[src/rtl/mcdf_fmt_rx_if.sv]
// Formatter-side request/grant/data bundle plus forwarded beat stream and status.
// The slave modport is the receiver's view; master is the formatter/sink side.
interface mcdf_fmt_rx_if #(
  parameter int CNT_W = 16
);
  logic               fmt_req_i;
  logic [1:0]         fmt_chid_i;
  logic [5:0]         fmt_length_i;
  logic [31:0]        fmt_data_i;
  logic               fmt_start_i;
  logic               fmt_end_i;
  logic               rx_stall_i;
  logic               err_clr_i;
  logic               fmt_grant_o;
  logic               pkt_vld_o;
  logic [31:0]        pkt_data_o;
  logic               pkt_sop_o;
  logic               pkt_eop_o;
  logic [1:0]         pkt_chid_o;
  logic [3*CNT_W-1:0] pkt_cnt_o;
  logic [4:0]         err_o;
  logic               busy_o;

  modport slave (
    input  fmt_req_i, fmt_chid_i, fmt_length_i, fmt_data_i, fmt_start_i, fmt_end_i,
           rx_stall_i, err_clr_i,
    output fmt_grant_o, pkt_vld_o, pkt_data_o, pkt_sop_o, pkt_eop_o, pkt_chid_o,
           pkt_cnt_o, err_o, busy_o
  );

  modport master (
    output fmt_req_i, fmt_chid_i, fmt_length_i, fmt_data_i, fmt_start_i, fmt_end_i,
           rx_stall_i, err_clr_i,
    input  fmt_grant_o, pkt_vld_o, pkt_data_o, pkt_sop_o, pkt_eop_o, pkt_chid_o,
           pkt_cnt_o, err_o, busy_o
  );
endinterface

[src/rtl/mcdf_fmt_rx.sv]
// Grants formatter requests after GRANT_DLY wait cycles, forwards each beat one cycle late.
// Stall only blocks new grants; an accepted packet cannot be backpressured.
module mcdf_fmt_rx #(
  parameter int GRANT_DLY = 2,
  parameter int START_TMO = 4,
  parameter int CNT_W     = 16
) (
  input  logic               clk_i,
  input  logic               rstn_i,
  mcdf_fmt_rx_if.slave       bus
);

  typedef enum logic [1:0] {S_IDLE, S_WAIT, S_GRANT, S_RECV} state_t;

  state_t                  r_state;
  logic [7:0]              r_dly;
  logic [7:0]              r_tmo;
  logic [1:0]              r_chid;
  logic [5:0]              r_len;
  logic [5:0]              r_beat;
  logic                    r_inpkt;
  logic                    r_first;
  logic                    r_grant;
  logic                    r_vld;
  logic                    r_sop;
  logic                    r_eop;
  logic [31:0]             r_data;
  logic [4:0]              r_err;
  logic [2:0][CNT_W-1:0]   r_cnt;

  logic [5:0]              w_beat_n;
  logic                    w_last;

  assign w_beat_n = r_inpkt ? (r_beat + 6'd1) : 6'd1;
  assign w_last   = (w_beat_n == r_len);

  always_ff @(posedge clk_i or negedge rstn_i) begin
    if (!rstn_i) begin
      r_state <= S_IDLE;
      r_dly   <= '0;
      r_tmo   <= '0;
      r_chid  <= '0;
      r_len   <= '0;
      r_beat  <= '0;
      r_inpkt <= 1'b0;
      r_first <= 1'b0;
      r_grant <= 1'b0;
      r_vld   <= 1'b0;
      r_sop   <= 1'b0;
      r_eop   <= 1'b0;
      r_data  <= '0;
      r_err   <= '0;
      r_cnt   <= '0;
    end else begin
      r_grant <= 1'b0;
      r_vld   <= 1'b0;
      r_sop   <= 1'b0;
      r_eop   <= 1'b0;
      // Clear first so any error bit set later in this cycle takes priority.
      if (bus.err_clr_i) r_err <= '0;
      case (r_state)
        S_IDLE: begin
          if (bus.fmt_req_i && !bus.rx_stall_i) begin
            if (bus.fmt_length_i == 6'd0) begin
              r_err[4] <= 1'b1;
            end else if (GRANT_DLY == 0) begin
              r_state <= S_GRANT;
              r_grant <= 1'b1;
            end else begin
              r_state <= S_WAIT;
              r_dly   <= 8'(GRANT_DLY);
            end
          end
        end
        S_WAIT: begin
          if (!bus.fmt_req_i) begin
            r_state <= S_IDLE;
          end else if (r_dly <= 8'd1) begin
            r_state <= S_GRANT;
            r_grant <= 1'b1;
          end else begin
            r_dly <= r_dly - 8'd1;
          end
        end
        S_GRANT: begin
          r_chid  <= bus.fmt_chid_i;
          r_len   <= bus.fmt_length_i;
          r_tmo   <= '0;
          r_first <= 1'b1;
          r_inpkt <= 1'b0;
          r_state <= S_RECV;
        end
        S_RECV: begin
          r_first <= 1'b0;
          if (r_first && bus.fmt_req_i) r_err[0] <= 1'b1;
          if (r_inpkt || bus.fmt_start_i) begin
            r_vld   <= 1'b1;
            r_sop   <= !r_inpkt;
            r_data  <= bus.fmt_data_i;
            r_beat  <= w_beat_n;
            r_inpkt <= 1'b1;
            if (r_inpkt && bus.fmt_start_i) r_err[2] <= 1'b1;
            // Packet closes on end marker or on the last expected beat, whichever first.
            if (bus.fmt_end_i || w_last) begin
              r_eop   <= 1'b1;
              r_inpkt <= 1'b0;
              r_state <= S_IDLE;
              if (bus.fmt_end_i && w_last) begin
                if (r_chid != 2'd3) r_cnt[r_chid] <= r_cnt[r_chid] + CNT_W'(1);
              end else begin
                r_err[1] <= 1'b1;
              end
            end
          end else if (r_tmo == 8'(START_TMO - 1)) begin
            r_err[3] <= 1'b1;
            r_state  <= S_IDLE;
          end else begin
            r_tmo <= r_tmo + 8'd1;
          end
        end
        default: r_state <= S_IDLE;
      endcase
    end
  end

  assign bus.fmt_grant_o = r_grant;
  assign bus.pkt_vld_o   = r_vld;
  assign bus.pkt_data_o  = r_data;
  assign bus.pkt_sop_o   = r_sop;
  assign bus.pkt_eop_o   = r_eop;
  assign bus.pkt_chid_o  = r_chid;
  assign bus.pkt_cnt_o   = r_cnt;
  assign bus.err_o       = r_err;
  assign bus.busy_o      = (r_state != S_IDLE);

endmodule
[src/flat_wrapper.sv]
// flat-port wrapper written by rule: the top's interface ports become plain ports
module mcdf_fmt_rx_flat 
#(
  parameter int GRANT_DLY = 2,
  parameter int START_TMO = 4,
  parameter int CNT_W     = 16
)
  (clk_i, rstn_i, bus_fmt_req_i, bus_fmt_chid_i, bus_fmt_length_i, bus_fmt_data_i, bus_fmt_start_i, bus_fmt_end_i, bus_rx_stall_i, bus_err_clr_i, bus_fmt_grant_o, bus_pkt_vld_o, bus_pkt_data_o, bus_pkt_sop_o, bus_pkt_eop_o, bus_pkt_chid_o, bus_pkt_cnt_o, bus_err_o, bus_busy_o);
  mcdf_fmt_rx_if #(.CNT_W(CNT_W)) bus_i ();
  input  logic clk_i;
  input  logic rstn_i;
  input wire logic [$bits(bus_i.fmt_req_i)-1:0] bus_fmt_req_i;
  input wire logic [$bits(bus_i.fmt_chid_i)-1:0] bus_fmt_chid_i;
  input wire logic [$bits(bus_i.fmt_length_i)-1:0] bus_fmt_length_i;
  input wire logic [$bits(bus_i.fmt_data_i)-1:0] bus_fmt_data_i;
  input wire logic [$bits(bus_i.fmt_start_i)-1:0] bus_fmt_start_i;
  input wire logic [$bits(bus_i.fmt_end_i)-1:0] bus_fmt_end_i;
  input wire logic [$bits(bus_i.rx_stall_i)-1:0] bus_rx_stall_i;
  input wire logic [$bits(bus_i.err_clr_i)-1:0] bus_err_clr_i;
  output wire logic [$bits(bus_i.fmt_grant_o)-1:0] bus_fmt_grant_o;
  output wire logic [$bits(bus_i.pkt_vld_o)-1:0] bus_pkt_vld_o;
  output wire logic [$bits(bus_i.pkt_data_o)-1:0] bus_pkt_data_o;
  output wire logic [$bits(bus_i.pkt_sop_o)-1:0] bus_pkt_sop_o;
  output wire logic [$bits(bus_i.pkt_eop_o)-1:0] bus_pkt_eop_o;
  output wire logic [$bits(bus_i.pkt_chid_o)-1:0] bus_pkt_chid_o;
  output wire logic [$bits(bus_i.pkt_cnt_o)-1:0] bus_pkt_cnt_o;
  output wire logic [$bits(bus_i.err_o)-1:0] bus_err_o;
  output wire logic [$bits(bus_i.busy_o)-1:0] bus_busy_o;
  assign bus_i.fmt_req_i = bus_fmt_req_i;
  assign bus_i.fmt_chid_i = bus_fmt_chid_i;
  assign bus_i.fmt_length_i = bus_fmt_length_i;
  assign bus_i.fmt_data_i = bus_fmt_data_i;
  assign bus_i.fmt_start_i = bus_fmt_start_i;
  assign bus_i.fmt_end_i = bus_fmt_end_i;
  assign bus_i.rx_stall_i = bus_rx_stall_i;
  assign bus_i.err_clr_i = bus_err_clr_i;
  assign bus_fmt_grant_o = bus_i.fmt_grant_o;
  assign bus_pkt_vld_o = bus_i.pkt_vld_o;
  assign bus_pkt_data_o = bus_i.pkt_data_o;
  assign bus_pkt_sop_o = bus_i.pkt_sop_o;
  assign bus_pkt_eop_o = bus_i.pkt_eop_o;
  assign bus_pkt_chid_o = bus_i.pkt_chid_o;
  assign bus_pkt_cnt_o = bus_i.pkt_cnt_o;
  assign bus_err_o = bus_i.err_o;
  assign bus_busy_o = bus_i.busy_o;
  mcdf_fmt_rx #(.GRANT_DLY(GRANT_DLY), .START_TMO(START_TMO), .CNT_W(CNT_W)) u_core (.clk_i(clk_i), .rstn_i(rstn_i), .bus(bus_i));
endmodule
[config.mk]
export PLATFORM = sky130hd
export DESIGN_NAME = mcdf_fmt_rx_flat
export DESIGN_NICKNAME = d
export VERILOG_FILES = /design/src/rtl/mcdf_fmt_rx_if.sv /design/src/rtl/mcdf_fmt_rx.sv /design/src/flat_wrapper.sv
export SDC_FILE = /design/constraint.sdc
export NUM_CORES = 1
export LEC_CHECK = 0
export CAP_MARGIN = 25
export CORE_MARGIN = 3
export CORE_UTILIZATION = 40
export CTS_BUF_LIST = sky130_fd_sc_hd__clkbuf_2 sky130_fd_sc_hd__clkbuf_4 sky130_fd_sc_hd__clkbuf_8
export DETAILED_ROUTE_END_ITERATION = 8
export PLACE_DENSITY_LB_ADDON = 0.05
export REMOVE_ABC_BUFFERS = 1
export SKIP_CTS_REPAIR_TIMING = 1
export SLEW_MARGIN = 20
export SYNTH_ARGS = -nofsm -noshare
export SYNTH_HDL_FRONTEND = slang
export SYNTH_SLANG_ARGS = --single-unit
[constraint.sdc]
create_clock -name clk_i -period 4.05 [get_ports clk_i]
set_input_delay 0.81 -clock clk_i [delete_from_list [all_inputs] [get_ports clk_i]]
set_output_delay 0.81 -clock clk_i [all_outputs]
set_load 0.01 [all_outputs]
# --- After elaboration in Yosys (flattened, before gate mapping) ---
# Index checks and enable logic that the tools add are counted.
word_totals:
  reg_bits: 123
  latchBits: 0
  mem_bits_rw: 0
  romBits: 0
  mem_count: 0
classes:
  addsub: 4
  multipliers: 0
  div: 0
  magnitude_cmp: 3
  eq_ne: 16
  shifts: 0
  mux: 48
  bitwise_logic: 0
  n_reduce_logical: 20
ops:
  columns: ["cell", "count"]
  rows:
  - ["bitwise mux 48 bit", 1]
  - ["two-way mux 8 bit", 6]
  - ["binary-select mux 16 bit (select 2 bit)", 1]
  - ["demux 16 bit (select 2 bit)", 1]
  - ["two-way mux 16 bit", 2]
  - ["one-hot mux 8 bit (2 select lines)", 2]
  - ["two-way mux 1 bit", 21]
  - ["adder 16 x 1 -> 16 bit (second input constant)", 1]
  - ["two-way mux 2 bit", 8]
  - ["AND reduction 5 bit", 3]
  - ["inequality test 2 bit (second input constant)", 6]
  - ["adder 8 x 1 -> 8 bit (second input constant)", 1]
  - ["equality test 8 x 2 -> 1 bit (second input constant)", 1]
  - ["less-or-equal comparator 8 x 1 -> 1 bit (second input constant)", 1]
  - ["one-hot mux 2 bit (4 select lines)", 1]
  - ["subtractor 8 x 1 -> 8 bit (second input constant)", 1]
  - ["adder 6 x 1 -> 6 bit (second input constant)", 1]
  - ["equality test 6 bit", 1]
  - ["logical NOT 6 bit", 1]
  - ["two-way mux 6 bit", 1]
  - ["nonzero test 2 bit", 3]
  - ["logical AND 1 bit", 5]
  - ["two-way mux 5 bit", 1]
  - ["equality test 2 bit (second input constant)", 2]
  - ["other kinds (14)", 19]

# --- Logic depth before layout (Yosys ltp) ---
# Gate-level depths: netlist of run 1.
depth:
  ltp_word: 8
  depth_mapped: 10

# --- Worst setup path before layout of run 1 ---
# No wires, ideal clock.
synth_timing:
  path_type: "input port to flip-flop"
  start: "input port bus_fmt_start_i"
  end: "register u_core.r_cnt (netlist bit u_core.bus.pkt_cnt_o[0])"
  setup_time_ns: 0.125
  arrival_ns: 2.496
  path_slack_ns: 1.429
  stages: 7
  path_buffers: 2
  path_cell_list: "nor2_1 > or2_1 > clkbuf_1 > or4b_1 > nor3_4 > buf_4 > mux2_2"
synth_via:
  elab_chain_len: 2
synth_rtl:
  columns: ["item", "line", "source"]
  rows:
  - ["start, declared", "flat_wrapper.sv:16", "input wire logic [$bits(bus_i.fmt_start_i)-1:0] bus_fmt_start_i;"]
  - ["logical OR 1 bit", "mcdf_fmt_rx.sv:96", "if (r_inpkt || bus.fmt_start_i) begin"]
  - ["AND reduction 5 bit (no line)", null, null]
  - ["end signal, assigned by index", "mcdf_fmt_rx.sv:109", "if (r_chid != 2'd3) r_cnt[r_chid] <= r_cnt[r_chid] + CNT_W'(1);"]
  - ["end, declared", "mcdf_fmt_rx.sv:29", "logic [2:0][CNT_W-1:0] r_cnt;"]
# No other way between the ends.
# A chain may end at the register's enable or synchronous reset.

# --- Worst setup path after layout of run 1 ---
layout_timing:
  start: "register u_core.r_beat[0]"
  end: "register u_core.r_cnt (netlist bit u_core.bus.pkt_cnt_o[34])"
layout_via:
  elab_chain_len: 5
  elab_cells_between_ends: 6
  classes_between: "1 x add/sub; 1 x eq/ne; 1 x mux; 3 x reduce/logical"
layout_rtl:
  columns: ["item", "line", "source"]
  rows:
  - ["start, declared", "mcdf_fmt_rx.sv:20", "logic [5:0] r_beat;"]
  - ["start signal, assigned", "mcdf_fmt_rx.sv:100", "r_beat <= w_beat_n;"]
  - ["adder 6 x 1 -> 6 bit (*)", "mcdf_fmt_rx.sv:34", "assign w_beat_n = r_inpkt ? (r_beat + 6'd1) : 6'd1;"]
  - ["two-way mux 6 bit (*)", "mcdf_fmt_rx.sv:34", null]
  - ["equality test 6 bit (*)", "mcdf_fmt_rx.sv:35", "assign w_last = (w_beat_n == r_len);"]
  - ["logical AND 1 bit or logical OR 1 bit (tied branches)", "mcdf_fmt_rx.sv:108, mcdf_fmt_rx.sv:104", null]
  - ["AND reduction 5 bit (no line) (*)", null, null]
# Every way passes the cells marked *; elsewhere a longest branch is shown, timed or not.

==> results.ini, run 1 <==
[outcome]
outcome = complete, no violations

[grt]
grt_usage_pct = 18.7
grt_pass1_vias = 4540
grt_max_degree = 76
antenna_found_initial = 0
overflow = 0
grt_pass1_wl_mm = 24.1

[die]
ios = 139
die_y_um = 127
initial_core_util_pct = 41.6
core_area_um2 = 14100
chipWidth_um = 127
rows = 43
dieArea_um2 = 16200

[pwr]
powerDensity_nw_per_um2 = 535
ir_drop_mv = 0.300
clock_power_share_pct = 29.9
combPwrFrac_pct = 28.7
seq_power_share_pct = 41.5
netSwitchingFraction_pct = 31.9
p_leak_nw = 3.64
internal_power_mw = 2.89
p_total_mw = 4.24
p_sw_mw = 1.35

[worst_hold_path]
worstHoldPathType = in -> async

[final_layout]
design_area_um2 = 7910
drive_above_1_share_pct = 15.5
fin_util_pct = 55.9
area_growth_pct = 34.5
fin_cells = 883
multiInputGateArea_um2 = 2610
area.sequential_um2 = 3080
nFillCells = 1227
final_nets = 742
diodes = 0

[detailed_routing]
dr.pass1.iters = 4
via_per_inst = 5.09
wirelength_mm = 14.5
drt_iter0_markers = 202
ant_nets = 0
routedWlPerCell_um = 16.5
vias = 4491
drc = 0

[synth]
yosysUniqueCellTypes = 53
synthAdderAreaFrac_pct = 1.06
yosys.area_share.simple_pct = 17.5
seq_area_frac_synth_pct = 52.3
synth_top_family_by_area = simple AND/OR/NAND/NOR gates
synthMuxAreaShare_pct = 14.2
postSynthCellCount = 546
avgSynthCellArea_um2 = 10.8
postSynth.topFlopCell = dfrtp_1
synth-compound-area-share_pct = 6.93
synth_xor_area_share_pct = 4.57
async_flop_share_pct = 100
synth-edff-count = 0
yosysWarningCount = 0
ys_ff_latch = 123
netlist_area_um2 = 5880

[critical_path]
crit_type = reg -> reg
end_kind = flop
worstPathArrival_ns = 3.39
rr_startpoint = u_core.r_beat[0]$_DFFE_PN0P_
worstSetupStartpointType = flop
rr_worst_depth = 8
cp.required_ns = 4.36
r2r_end = u_core.bus.pkt_cnt_o[34]$_DFFE_PN0P_
rrSetupSlack_ns = 0.97
cp_max_fo = 16

[sta]
finalCritPeriodShare_pct = 76.1
fmax_ghz = 0.324
fin_tns_setup_ns = 0
tightest_slew_ns = 0.990
relSlewSlack_pct = 34.0
setup_viol = 0
rsz0062_at_grt = no
final.min_clock_period_ns = 3.08
drv_slew = 0
fin_skew_ns = 0.0122
final_hold_viol_count = 0

[clocking]
root_buffer = clkbuf_8
insertion_delay_ns = 0.43
numClockSinks = 123
htreeDepth = 4
cts_buffers = 17
cts_buffer_depth = 2
cts_tree = done
clkTransAtPathRegs_ns = 0.08

[place]
place_congestion = 0.806
dp_cells = 850
postPlaceCellArea_um2 = 7430
port_buffers = 138
dp_hpwl_mm = 9.95

[run]
cap_violations = 0

-- worst max-delay path by stage --
stage / slack, ns / from / endpoint
floorplan: 0.49 / bus_fmt_start_i / u_core.bus.pkt_cnt_o[32]$_DFFE_PN0P_
CTS: 0.95 / u_core.r_beat[0]$_DFFE_PN0P_ / u_core.bus.pkt_cnt_o[34]$_DFFE_PN0P_
finish: 0.97 / u_core.r_beat[0]$_DFFE_PN0P_ / u_core.bus.pkt_cnt_o[34]$_DFFE_PN0P_
global route: 0.80 / u_core.r_beat[0]$_DFFE_PN0P_ / u_core.bus.pkt_cnt_o[33]$_DFFE_PN0P_
global placement: 0.88 / bus_fmt_start_i / u_core.bus.pkt_cnt_o[27]$_DFFE_PN0P_
detailed placement: 0.84 / bus_fmt_start_i / u_core.bus.pkt_cnt_o[26]$_DFFE_PN0P_
-- cell families (layout without fill, tap and decap cells) --
family / after synthesis / count (layout)
compound gates: 60 / 60
fa+ha+maj: 5 / 5
simple gates: 217 / 217
xor+xnor: 29 / 29
mux: 73 / 73
buf+inv: 39 / 196
flops: 123 / 123
-- critical path, stage by stage (launching register included) --
cell	delay (ns)
dfrtp_1	0.46
ha_1	0.27
nand3_1	0.18
xor3_1	0.26
and4_1	0.21
a211oi_2	0.19
buf_4	0.19
or3_1	0.77
mux2_2	0.42
-- final cells by class --
| cell class | count | area share [%] |
|---|---|---|
| clock buffers | 20 | 3.40 |
| clock inverters | 12 | 2.45 |
| inverters | 16 | 0.759 |
| multi-input cells | 384 | 33.0 |
| flip-flops and latches | 123 | 38.9 |
| well taps | 180 | 2.85 |
| repair buffers | 148 | 18.7 |
-- metal layers --
metal	vias to the layer above	part of all wire, %	GRT usage [%]
met4	0	1.2	5.62
met2	114	46	28.0
met3	15	7.1	7.40
met1	2200	46	25.2
li1	2162	-	-
met5	-	0	0
-- per-stage QoR --
| step | hold slack [ns] | setup WS, ns |
|---|---|---|
| 2_1_floorplan | 0.468 | 0.490 |
| 3_3_place_gp | 0.457 | 0.879 |
| 3_5_place_dp | 0.461 | 0.844 |
| 4_1_cts | 0.480 | 0.947 |
| 5_1_grt | 0.334 | 0.803 |
| 6_report | 0.333 | 0.968 |
-- cells in the mapped netlist (2+ instances only) --
| library cell | instances | share of area (%) |
|---|---|---|
| dfrtp_1 | 123 | 52 |
| nand2_1 | 121 | 7.7 |
| mux2_2 | 46 | 8.8 |
| nor2_1 | 33 | 2.1 |
| o21ai_0 | 19 | 1.6 |
| mux2i_1 | 17 | 2.9 |
| xor2_1 | 17 | 2.5 |
| inv_1 | 16 | 1.0 |
| o2bb2ai_1 | 16 | 2.4 |
| a21oi_1 | 13 | 1.1 |
| clkbuf_1 | 11 | 0.70 |
| xnor2_1 | 11 | 1.6 |
| mux2_4 | 10 | 2.6 |
| nand3_1 | 9 | 0.77 |
| nand4_1 | 7 | 0.74 |
| nor3_1 | 7 | 0.60 |
| nor4_1 | 6 | 0.64 |
| buf_4 | 5 | 0.64 |
| ha_1 | 5 | 1.1 |
| or3_1 | 5 | 0.53 |
| nand2b_1 | 3 | 0.32 |
| nand4b_1 | 3 | 0.45 |
| nor2b_1 | 3 | 0.32 |
| a31oi_1 | 2 | 0.21 |
| a32o_1 | 2 | 0.34 |
| buf_1 | 2 | 0.13 |
| buf_2 | 2 | 0.17 |
| buf_6 | 2 | 0.38 |
| nand3b_1 | 2 | 0.26 |
| nor4b_1 | 2 | 0.30 |
| o21a_1 | 2 | 0.26 |
| or2_2 | 2 | 0.21 |
| or4_1 | 2 | 0.26 |
-- power by group through the flow --
stage	Sequential, mW	Clock [mW]	Combinational [mW]
finish	1.76	1.27	1.21
global route	1.80	1.37	1.35
CTS	1.76	1.31	1.23
detailed placement	1.77	0	1.23
global placement	1.76	0	1.21
floorplan	1.81	0	0.556
-- cells in the final DEF (no fill, tap or decap), types with 3 or more instances in the layout --
cell	count
o2bb2ai_1	16
a21oi_1	13
clkbuf_8	19
dfrtp_1	123
or3_1	5
buf_4	9
xor2_1	17
mux2_2	46
nand3_1	9
mux2i_1	17
inv_1	16
nand4_1	7
nor2_1	33
xnor2_1	11
ha_1	5
bufinv_16	5
clkinv_2	4
clkdlybuf4s50_1	137
nor4_1	6
nor3_1	7
nand4b_1	3
mux2_4	10
nand2b_1	3
nand2_1	121
o21ai_0	19
-- registers in the layout, indices dropped and copies added (netlist names), 2 cells and up, named ones only --
| signal | flops |
|---|---|
| u_core.bus.err_o | 5 |
| u_core.bus.pkt_chid_o | 2 |
| u_core.bus.pkt_cnt_o | 48 |
| u_core.r_len | 6 |
| u_core.r_dly | 8 |
| u_core.r_tmo | 8 |
| u_core.bus.pkt_data_o | 32 |
| u_core.r_beat | 6 |
(Power assumes the default switching activity.)
==> inputs of run 2 (changes only) <==
==> constraint.sdc (replaced) <==
create_clock -name clk_i -period 2.9 [get_ports clk_i]
set_input_delay 0.58 -clock clk_i [delete_from_list [all_inputs] [get_ports clk_i]]
set_output_delay 0.58 -clock clk_i [all_outputs]
set_load 0.01 [all_outputs]
==> run 2 against run 1 <==
  * Register-to-register slack got worse by 0.68 ns
  * Global-route usage about the same
  * Sequential cell count unchanged
  * Core utilization decreased by 0.071 points
  * Clock power increased by 11%
  * Critical path depth unchanged
  * Hold slack got worse by 0.21 ns
  * Via count increased by 1.1%
  * Power increased by 32%
  * Sequential share of layout area about the same
  * Die area unchanged
  * Largest cell class unchanged
  * Largest power group unchanged
==> results.ini, run 2 (synthesis gave the netlist of run 1 again) <==
[clocking]
cts_buffer_depth = 2  ; unchanged
root_buffer = clkbuf_8
htreeDepth = 4  ; unchanged
cts_buffers = 17  ; unchanged
numClockSinks = 123  ; unchanged
cts_tree = done
insertion_delay_ns = 0.44  ; about the same
clkTransAtPathRegs_ns = 0.07  ; about the same

[final_layout]
diodes = 0  ; unchanged
area_growth_pct = 34.3
area.sequential_um2 = 3080  ; unchanged
fin_cells = 892  ; +1.0%
drive_above_1_share_pct = 16.4  ; +0.93 points
final_nets = 752  ; +1.3%
final_common_cell = clkdlybuf4s50_1
multiInputGateArea_um2 = 2610  ; about the same
largest_reg_flops = 48  ; unchanged
layout_common_cells = clkdlybuf4s50_1, dfrtp_1, nand2_1
nFillCells = 1254  ; +2.2%

[detailed_routing]
wirelength_mm = 14.9  ; +2.6%
drc = 0  ; unchanged
vias = 4540  ; +1.1%
ant_nets = 0  ; unchanged
dr.pass1.iters = 4  ; unchanged
via_per_inst = 5.09  ; about the same
drt_iter0_markers = 214  ; +5.9%
routedWlPerCell_um = 16.7  ; +1.6%

[die]
ios = 139  ; unchanged
chipWidth_um = 127  ; unchanged
dieArea_um2 = 16200  ; unchanged
core_area_um2 = 14100  ; unchanged
initial_core_util_pct = 41.6  ; unchanged
rows = 43  ; unchanged
die_y_um = 127  ; unchanged

[grt]
grt_usage_pct = 18.7  ; about the same
overflow = 0  ; unchanged
grt_pass1_vias = 4628  ; +1.9%
grt_pass1_wl_mm = 23.8  ; -1.0%
antenna_found_initial = 0  ; unchanged
grt_max_degree = 53  ; -30%

[critical_path]
crit_type = reg -> reg
worstPathArrival_ns = 2.94  ; -0.45 ns
cp.required_ns = 3.23  ; -1.13 ns
cp_max_fo = 16  ; unchanged
worstSetupStartpointType = flop
end_kind = flop

[sta]
final.setup.worst_slack_ns = 0.284  ; -0.684 ns
finalCritPeriodShare_pct = 90.2  ; +14 points
fin_skew_ns = 0.00764  ; -0.00461 ns
drv_slew = 0  ; unchanged
final_hold_viol_count = 0  ; unchanged
setup_viol = 0  ; unchanged
final.min_clock_period_ns = 2.62  ; -0.466 ns
rsz0062_at_grt = no
fin_tns_setup_ns = 0  ; unchanged
fmax_ghz = 0.382  ; +18%
hold_ws_ns = 0.127  ; -0.206 ns
tightest_slew_ns = 0.679  ; -0.310 ns
relSlewSlack_pct = 54.6  ; +21 points

[place]
place_congestion = 0.780  ; -3.2%
dp_hpwl_mm = 10.3  ; +3.8%
port_buffers = 138  ; unchanged
dp_cells = 861  ; +1.3%
dp_worst_setup_slack_ns = 0.165  ; -0.679 ns

[run]
cap_violations = 0  ; unchanged

[pwr]
p_leak_nw = 3.66  ; +0.44%
powerDensity_nw_per_um2 = 709  ; +32%
ir_drop_mv = 0.423  ; +41%

[outcome]
outcome = complete, no violations

[worst_hold_path]
worstHoldPathType = in -> async

[run 2: cell types whose count changed in the layout (fill, tap and decap cells not counted)]
cell	change
buf_4	+9
bufinv_16	-5
clkbuf_8	+5
clkinv_2	+2
buf_12	+1
clkbuf_4	-1
clkinv_4	-1
clkinvlp_4	-1
nor2b_1	+1
nor2b_2	-1
[run 2: critical path: stages, from the launching register on]
cell	delay, ns
dfrtp_1	0.45
ha_1	0.38
xor2_1	0.15
o21ai_0	0.17
a32o_1	0.20
nand4_4	0.18
or3_1	0.39
buf_4	0.24
mux2_4	0.32
[run 2: area by class of cell]
class | instances | area share, %
Sequential cell | 123 | 38.9
Multi-Input combinational cell | 384 | 33.0
Timing Repair Buffer | 158 | 19.8
Clock buffer | 24 | 4.18
Tap cell | 180 | 2.85
Inverter | 16 | 0.760
Clock inverter | 7 | 0.475
[run 2: per-layer routing]
metal / wire length, um / global-route usage, % / up-vias
met2: 6950 / 28.1 / 117
li1: - / - / 2194
met4: 199 / 6.44 / 0
met5: 0 / 0 / -
met3: 1020 / 7.23 / 16
met1: 6750 / 24.8 / 2213
[run 2: where the power goes]
part	switching, mW	internal (mW)
clock network	0.672	0.737
logic	0.924	0.906
registers	0.281	2.08
total	1.88	3.73
[run 2: final timing paths]
kind | slack [ns] | to | from | cells past startpoint
max in group asynchronous | 1.96 | u_core.bus.pkt_cnt_o[25]$_DFFE_PN0P_ | rstn_i | 2
max | 0.28 | u_core.bus.pkt_cnt_o[40]$_DFFE_PN0P_ | u_core.r_beat[0]$_DFFE_PN0P_ | 8
max reg2reg | 0.28 | u_core.bus.pkt_cnt_o[40]$_DFFE_PN0P_ | u_core.r_beat[0]$_DFFE_PN0P_ | 8
min | 0.13 | u_core.bus.pkt_cnt_o[26]$_DFFE_PN0P_ | rstn_i | 1
min in group clk_i | 0.47 | u_core.bus.pkt_data_o[13]$_DFFE_PN0P_ | u_core.bus.pkt_data_o[13]$_DFFE_PN0P_ | 2
min reg2reg | 0.47 | u_core.bus.pkt_data_o[13]$_DFFE_PN0P_ | u_core.bus.pkt_data_o[13]$_DFFE_PN0P_ | 2
[run 2: stage by stage]
stage | util [%] | power (mW) | instance area [um2]
after global routing | 55.9 | 5.97 | 7900
after detailed placement | 53.3 | 4.24 | 7540
after CTS | 55.9 | 5.69 | 7900
after floorplan | - | 3.30 | 5740
final | 55.9 | 5.60 | 7900
after global placement | 53.3 | 4.18 | 7540
